==> config.mk <==
export PLATFORM = sky130hd
export DESIGN_NAME = multicycle_control_fsm
export DESIGN_NICKNAME = d
export VERILOG_FILES = /design/src/rtl/mcpu_ctrl_pkg.sv /design/src/rtl/mcpu_ctrl_outdec.sv /design/src/rtl/multicycle_control_fsm.sv
export SDC_FILE = /design/constraint.sdc
export NUM_CORES = 1
export LEC_CHECK = 0
export BUFFER_PORTS_ARGS = -buffer_cell sky130_fd_sc_hd__buf_2
export CORE_UTILIZATION = 45
export DETAILED_ROUTE_END_ITERATION = 8
export PLACE_DENSITY = 0.83
export SLEW_MARGIN = 20
export SYNTH_ARGS = -nofsm -noshare
export SYNTH_HDL_FRONTEND = slang
export SYNTH_HIERARCHICAL = 1
export SYNTH_SLANG_ARGS = --single-unit
==> constraint.sdc <==
create_clock -name clk -period 2.13 [get_ports clk]
set_clock_uncertainty 0.05 [all_clocks]
set_input_delay 0.426 -clock clk [delete_from_list [all_inputs] [get_ports clk]]
set_output_delay 0.426 -clock clk [all_outputs]
set_load 0.05 [all_outputs]
==> src/rtl/mcpu_ctrl_pkg.sv <==
// mcpu_ctrl_pkg: shared state, opcode, ALUOP and mux-select encodings for the multicycle MIPS control path.
//   Also provides the control-word struct and the DECODE dispatch function.
package mcpu_ctrl_pkg;

    typedef enum logic [3:0] {
        S_FETCH  = 4'd0,
        S_DECODE = 4'd1,
        S_MEMADR = 4'd2,
        S_MEMRD  = 4'd3,
        S_MEMWB  = 4'd4,
        S_MEMWR  = 4'd5,
        S_EXEC   = 4'd6,
        S_RWB    = 4'd7,
        S_BRANCH = 4'd8,
        S_JUMP   = 4'd9,
        S_IEXEC  = 4'd10,
        S_IWB    = 4'd11
    } state_t;

    localparam logic [5:0] OP_R    = 6'b000000;
    localparam logic [5:0] OP_LW   = 6'b100011;
    localparam logic [5:0] OP_SW   = 6'b101011;
    localparam logic [5:0] OP_BEQ  = 6'b000100;
    localparam logic [5:0] OP_J    = 6'b000010;
    localparam logic [5:0] OP_ADDI = 6'b001000;
    localparam logic [5:0] OP_ANDI = 6'b001100;
    localparam logic [5:0] OP_ORI  = 6'b001101;

    localparam logic [2:0] ALUOP_ADD   = 3'b100;
    localparam logic [2:0] ALUOP_SUB   = 3'b111;
    localparam logic [2:0] ALUOP_AND   = 3'b101;
    localparam logic [2:0] ALUOP_OR    = 3'b110;
    localparam logic [2:0] ALUOP_FUNCT = 3'b010;

    localparam logic [1:0] SRCB_B      = 2'b00;
    localparam logic [1:0] SRCB_4      = 2'b01;
    localparam logic [1:0] SRCB_IMM    = 2'b10;
    localparam logic [1:0] SRCB_IMM_SH = 2'b11;

    localparam logic [1:0] PCSRC_ALU    = 2'b00;
    localparam logic [1:0] PCSRC_ALUOUT = 2'b01;
    localparam logic [1:0] PCSRC_JUMP   = 2'b10;

    typedef struct packed {
        logic       pc_write;
        logic       iord;
        logic       mem_read;
        logic       mem_write;
        logic       ir_write;
        logic       mem_to_reg;
        logic       reg_dst;
        logic       reg_write;
        logic       alu_src_a;
        logic [1:0] alu_src_b;
        logic [2:0] alu_op;
        logic [1:0] pc_source;
        logic       instr_done;
        logic       illegal;
    } ctrl_t;

    // Unsupported opcodes fall back to FETCH; the output decoder uses that to flag Illegal.
    function automatic state_t decode_next(input logic [5:0] op);
        return (op == OP_LW || op == OP_SW)                      ? S_MEMADR :
               (op == OP_R)                                      ? S_EXEC   :
               (op == OP_BEQ)                                    ? S_BRANCH :
               (op == OP_J)                                      ? S_JUMP   :
               (op == OP_ADDI || op == OP_ANDI || op == OP_ORI)  ? S_IEXEC  :
                                                                   S_FETCH;
    endfunction

endpackage

==> src/rtl/mcpu_ctrl_outdec.sv <==
// mcpu_ctrl_outdec: combinational Moore decode of the control state into datapath controls.
//   state  : current FSM state
//   opcode : IR[31:26], used in DECODE (legality) and IEXEC (ALU op)
//   zero   : ALU zero flag, drives PCWrite in BRANCH
//   ctrl   : full control word
module mcpu_ctrl_outdec
    import mcpu_ctrl_pkg::*;
(
    input  state_t      state,
    input  logic [5:0]  opcode,
    input  logic        zero,
    output ctrl_t       ctrl
);

    always_comb begin
        ctrl = '0;
        case (state)
            S_FETCH: begin
                ctrl.mem_read  = 1'b1;
                ctrl.ir_write  = 1'b1;
                ctrl.pc_write  = 1'b1;
                ctrl.alu_src_b = SRCB_4;
                ctrl.alu_op    = ALUOP_ADD;
                ctrl.pc_source = PCSRC_ALU;
            end
            S_DECODE: begin
                ctrl.alu_src_b = SRCB_IMM_SH;
                ctrl.alu_op    = ALUOP_ADD;
                ctrl.illegal   = decode_next(opcode) == S_FETCH;
            end
            S_MEMADR: begin
                ctrl.alu_src_a = 1'b1;
                ctrl.alu_src_b = SRCB_IMM;
                ctrl.alu_op    = ALUOP_ADD;
            end
            S_MEMRD: begin
                ctrl.mem_read = 1'b1;
                ctrl.iord     = 1'b1;
            end
            S_MEMWB: begin
                ctrl.reg_write  = 1'b1;
                ctrl.mem_to_reg = 1'b1;
                ctrl.instr_done = 1'b1;
            end
            S_MEMWR: begin
                ctrl.mem_write  = 1'b1;
                ctrl.iord       = 1'b1;
                ctrl.instr_done = 1'b1;
            end
            S_EXEC: begin
                ctrl.alu_src_a = 1'b1;
                ctrl.alu_src_b = SRCB_B;
                ctrl.alu_op    = ALUOP_FUNCT;
            end
            S_RWB: begin
                ctrl.reg_write  = 1'b1;
                ctrl.reg_dst    = 1'b1;
                ctrl.instr_done = 1'b1;
            end
            S_BRANCH: begin
                ctrl.alu_src_a  = 1'b1;
                ctrl.alu_src_b  = SRCB_B;
                ctrl.alu_op     = ALUOP_SUB;
                ctrl.pc_source  = PCSRC_ALUOUT;
                ctrl.pc_write   = zero;
                ctrl.instr_done = 1'b1;
            end
            S_JUMP: begin
                ctrl.pc_write   = 1'b1;
                ctrl.pc_source  = PCSRC_JUMP;
                ctrl.instr_done = 1'b1;
            end
            S_IEXEC: begin
                ctrl.alu_src_a = 1'b1;
                ctrl.alu_src_b = SRCB_IMM;
                ctrl.alu_op    = (opcode == OP_ANDI) ? ALUOP_AND :
                                 (opcode == OP_ORI)  ? ALUOP_OR  : ALUOP_ADD;
            end
            S_IWB: begin
                ctrl.reg_write  = 1'b1;
                ctrl.instr_done = 1'b1;
            end
            default: ctrl = '0;
        endcase
    end

endmodule

==> src/rtl/multicycle_control_fsm.sv <==
// multicycle_control_fsm: main control sequencer for the multicycle MIPS datapath.
//   clk, reset        : clock and synchronous active-high reset
//   Opcode, Zero      : instruction opcode and ALU zero flag
//   PCWrite..PCSource : datapath enables and mux selects
//   State             : current state (debug)
//   InstrDone/Illegal : per-instruction completion and bad-opcode pulses
//   RetireCnt         : wrapping count of retired instructions
module multicycle_control_fsm
    import mcpu_ctrl_pkg::*;
#(
    parameter int CNT_W = 16
) (
    input  logic             clk,
    input  logic             reset,
    input  logic [5:0]       Opcode,
    input  logic             Zero,
    output logic             PCWrite,
    output logic             IorD,
    output logic             MemRead,
    output logic             MemWrite,
    output logic             IRWrite,
    output logic             MemtoReg,
    output logic             RegDst,
    output logic             RegWrite,
    output logic             ALUSrcA,
    output logic [1:0]       ALUSrcB,
    output logic [2:0]       ALUOP,
    output logic [1:0]       PCSource,
    output logic [3:0]       State,
    output logic             InstrDone,
    output logic             Illegal,
    output logic [CNT_W-1:0] RetireCnt
);

    state_t           state, state_nxt;
    ctrl_t            dec, ctrl;
    logic [CNT_W-1:0] cnt;

    mcpu_ctrl_outdec u_outdec (
        .state  (state),
        .opcode (Opcode),
        .zero   (Zero),
        .ctrl   (dec)
    );

    always_comb begin
        state_nxt = S_FETCH;
        case (state)
            S_FETCH:  state_nxt = S_DECODE;
            S_DECODE: state_nxt = decode_next(Opcode);
            S_MEMADR: state_nxt = (Opcode == OP_SW) ? S_MEMWR : S_MEMRD;
            S_MEMRD:  state_nxt = S_MEMWB;
            S_EXEC:   state_nxt = S_RWB;
            S_IEXEC:  state_nxt = S_IWB;
            default:  state_nxt = S_FETCH;
        endcase
    end

    always_ff @(posedge clk) begin
        if (reset) begin
            state <= S_FETCH;
            cnt   <= '0;
        end else begin
            state <= state_nxt;
            if (dec.instr_done)
                cnt <= cnt + CNT_W'(1);
        end
    end

    // Reset silences every control so a half-finished instruction cannot write anything.
    assign ctrl      = reset ? '0 : dec;
    assign RetireCnt = reset ? '0 : cnt;
    assign State     = state;

    assign PCWrite   = ctrl.pc_write;
    assign IorD      = ctrl.iord;
    assign MemRead   = ctrl.mem_read;
    assign MemWrite  = ctrl.mem_write;
    assign IRWrite   = ctrl.ir_write;
    assign MemtoReg  = ctrl.mem_to_reg;
    assign RegDst    = ctrl.reg_dst;
    assign RegWrite  = ctrl.reg_write;
    assign ALUSrcA   = ctrl.alu_src_a;
    assign ALUSrcB   = ctrl.alu_src_b;
    assign ALUOP     = ctrl.alu_op;
    assign PCSource  = ctrl.pc_source;
    assign InstrDone = ctrl.instr_done;
    assign Illegal   = ctrl.illegal;

endmodule

==> reports/qor.csv <==
stage,metric,value,unit
outcome,status,"finished, final reports clean",
sta,finalSetupViolCount,0,
critical_path,end_kind,output port,
route,ant_nets,0,
final_layout,antenna_cells,0,
flow_run,max_cap_violations,0,
floorplan,rows,20,
critical_path,cp.required,1.65,ns
final_layout,fillers,307,
floorplan,die_w,59.86,um
clock_network,clockRootBuffer,clkbuf_4,
global_route,grt_pass1_vias,1228,
route,drc,0,
sta,maxSlewHeadroom,0.7205,
yosys,synth_edf_count,0,
critical_path,setup.worst_path.class,reg2out,
route,drt-initial-drc-count,36,
global_route,grt_pass1_wl,5.043,mm
placement,gp_congestion,0.7576,
yosys,avgSynthCellArea,7.725,um^2
global_route,grt_usage,0.1816,
clock_network,cts_tree,yes,
sta,tightest_slew,0.4154,ns
critical_path,r2r_cells,7,
critical_path,cp-start-kind,register,
yosys,ys_seq_area_frac,0.2658,
power,ir_drop,0.0003021,V
worst_hold_path,hold_class,in2reg,
floorplan,core_area,3103,um^2
global_route,antenna_found_initial,0,
placement,port_buffers,46,
power,p_leak,0.8645,nW
route,first_pass_iters,4,
final_layout,finalNetCount,258,
global_route,overflow,0,
yosys,syn_inst,195,
global_route,grt_max_degree,55,
yosys,synth_seq_cells,20,
floorplan,fp.dieH,59.86,um
critical_path,crit_family,simple AND/OR/NAND/NOR gates,
sta,fmax,485.7,MHz
yosys,synthArstFlopShare,0,
clock_network,clk_latency,0.30,ns
final_layout,fin_util,0.6560,
power,finalPower,0.7832,mW
clock_network,htree_levels,1,
final_layout,drive_gt1_frac,0.3968,
sta,setup_tns,0,ns
yosys,synth_area,1506,um^2
yosys,yosys.cell_types.count,49,
final_layout,final_common_cell,buf_2,
floorplan,start_util,0.4855,
sta,finalHoldViolations,0,
critical_path,worst-path-buf-inv,1,
critical_path,cp_data_arrival_time,1.58,ns
critical_path,crit_chain,nand2b_4 -> a2111oi_4 -> and2_1 -> nor2b_4 -> buf_6,
route,vias,1512,
yosys,synth_nets,205,
critical_path,crit_cells,5,
final_layout,area_growth,35.13,%
power,power_density,384.7,nW/um^2
critical_path,max_stage_delay,0.38,ns
worst_hold_path,min_path_cells,3,
placement,dp_hpwl,2.383,mm
floorplan,die_area,3583,um^2
critical_path,crit_slowest_cell,dfxtp_4,
sta,finalCriticalPeriod,2.059,ns
clock_network,cts_made_buffers,3,
yosys,ys_warn_count,6,
clock_network,clk_path_buf_depth,2,
yosys,synth-main-ff-cell,dfxtp_1,
clock_network,clkTransAtPathRegs,0.11,ns
final_layout,final_cell_mix,"37 x buf_2, 29 x nor2_1, 19 x nor2b_1",
route,drt_wl_total,3.343,mm
clock_network,cts.sinks,20,
route,wire_per_inst,11.49,um
sta,slew_violations,0,
critical_path,worstPathMaxFanout,6,
floorplan,ios,47,
sta,finalCritPeriodShare,0.9666,
route,viasPerCell,5.196,
## Yosys cell counts (2+ instances only)
library cell	number	area share
a211oi_1	2	0.010
a21oi_1	4	0.013
a2bb2oi_1	2	0.012
and2_1	4	0.017
and4_1	2	0.012
buf_2	2	0.0066
buf_6	4	0.030
clkbuf_1	3	0.0075
dfxtp_1	20	0.27
mux2_2	2	0.015
nand2_1	9	0.022
nand2b_1	3	0.012
nand3_1	5	0.017
nand4_1	5	0.021
nor2_1	29	0.072
nor2_2	2	0.0083
nor2b_1	35	0.15
nor3_1	9	0.030
nor3b_1	3	0.015
nor4_1	5	0.021
o21a_1	2	0.010
o21ai_0	4	0.013
or2_2	2	0.0083
xnor2_1	5	0.029
xor2_1	8	0.047
## layout make-up
class                           count  area [um^2]  area share
Clock buffer                        4        36.28     0.01782
Inverter                            1        3.754    0.001844
Multi-Input combinational cell    163         1139      0.5593
Sequential cell                    20        415.4      0.2041
Tap cell                           44        55.05     0.02704
Timing Repair Buffer               59        386.6      0.1899
## power breakdown
part           leakage, nW  switching [mW]  internal [mW]
clock               0.0210           0.113          0.104
sequential           0.164         0.00568          0.373
combinational        0.679           0.114         0.0731
## stage by stage
step / worst slack (ns) / instance area, um^2 / hold WS [ns] / cells
after global placement: 0.03630 / 1879 / 0.4825 / 285
after global routing: -0.01622 / 2036 / 0.4211 / 291
after floorplan: -0.08504 / 1577 / 0.4555 / 195
after CTS: 0.0003840 / 1943 / 0.4016 / 289
final: 0.07114 / 2036 / 0.4251 / 291
after detailed placement: 0.01829 / 1879 / 0.4927 / 285
## sequential cells by signal (all words and copies together) (netlist names)
| register | cells |
|---|---|
| cnt | 16 |
| State | 4 |
## logic make-up after synthesis
logic type      Yosys count  share of synthesized area
compound gates           23                     0.1072
xor+xnor                 13                    0.07558
fa+ha+maj                 1                   0.008304
buf+inv                  12                    0.05398
flops                    20                     0.2658
mux                       3                    0.02159
simple gates            123                     0.4676
## per-layer routing
metal,vias to the layer above,global-route usage,wire (um)
li1,787,-,-
met1,679,0.2322,1593
met2,42,0.3111,1575
met3,4,0.04545,129
met4,0,0.02990,44
met5,-,0,0
## final timing paths
kind | start | slack, ns | to
setup / recovery | State[1]$_SDFF_PP0_ | 0.07 | Illegal
hold / removal | Opcode[5] | 0.43 | State[3]$_SDFF_PP0_
setup reg to reg | State[0]$_SDFF_PP0_ | 0.20 | cnt[14]$_SDFFE_PP0P_
hold reg to reg | cnt[9]$_SDFFE_PP0P_ | 0.51 | cnt[9]$_SDFFE_PP0P_
## repair_timing
| action | in CTS | in global routing |
|---|---|---|
| setup buffers | 0 | 2 |
| hold buffers | 0 | 0 |
| endpoints found under the setup margin | 5 | 9 |
| pin swaps | 0 | 1 |
| resized for setup | 9 | 24 |
| endpoints found under the hold margin | 0 | 0 |
## worst reg2reg max path, cell delays in order, from the launching register on
cell	delay [ns]
dfxtp_4	0.41
buf_4	0.18
a2bb2oi_1	0.18
buf_4	0.19
nand4_4	0.13
nor4_1	0.46
xnor2_1	0.19
nor2_2	0.04
(Power assumes the default switching activity.)
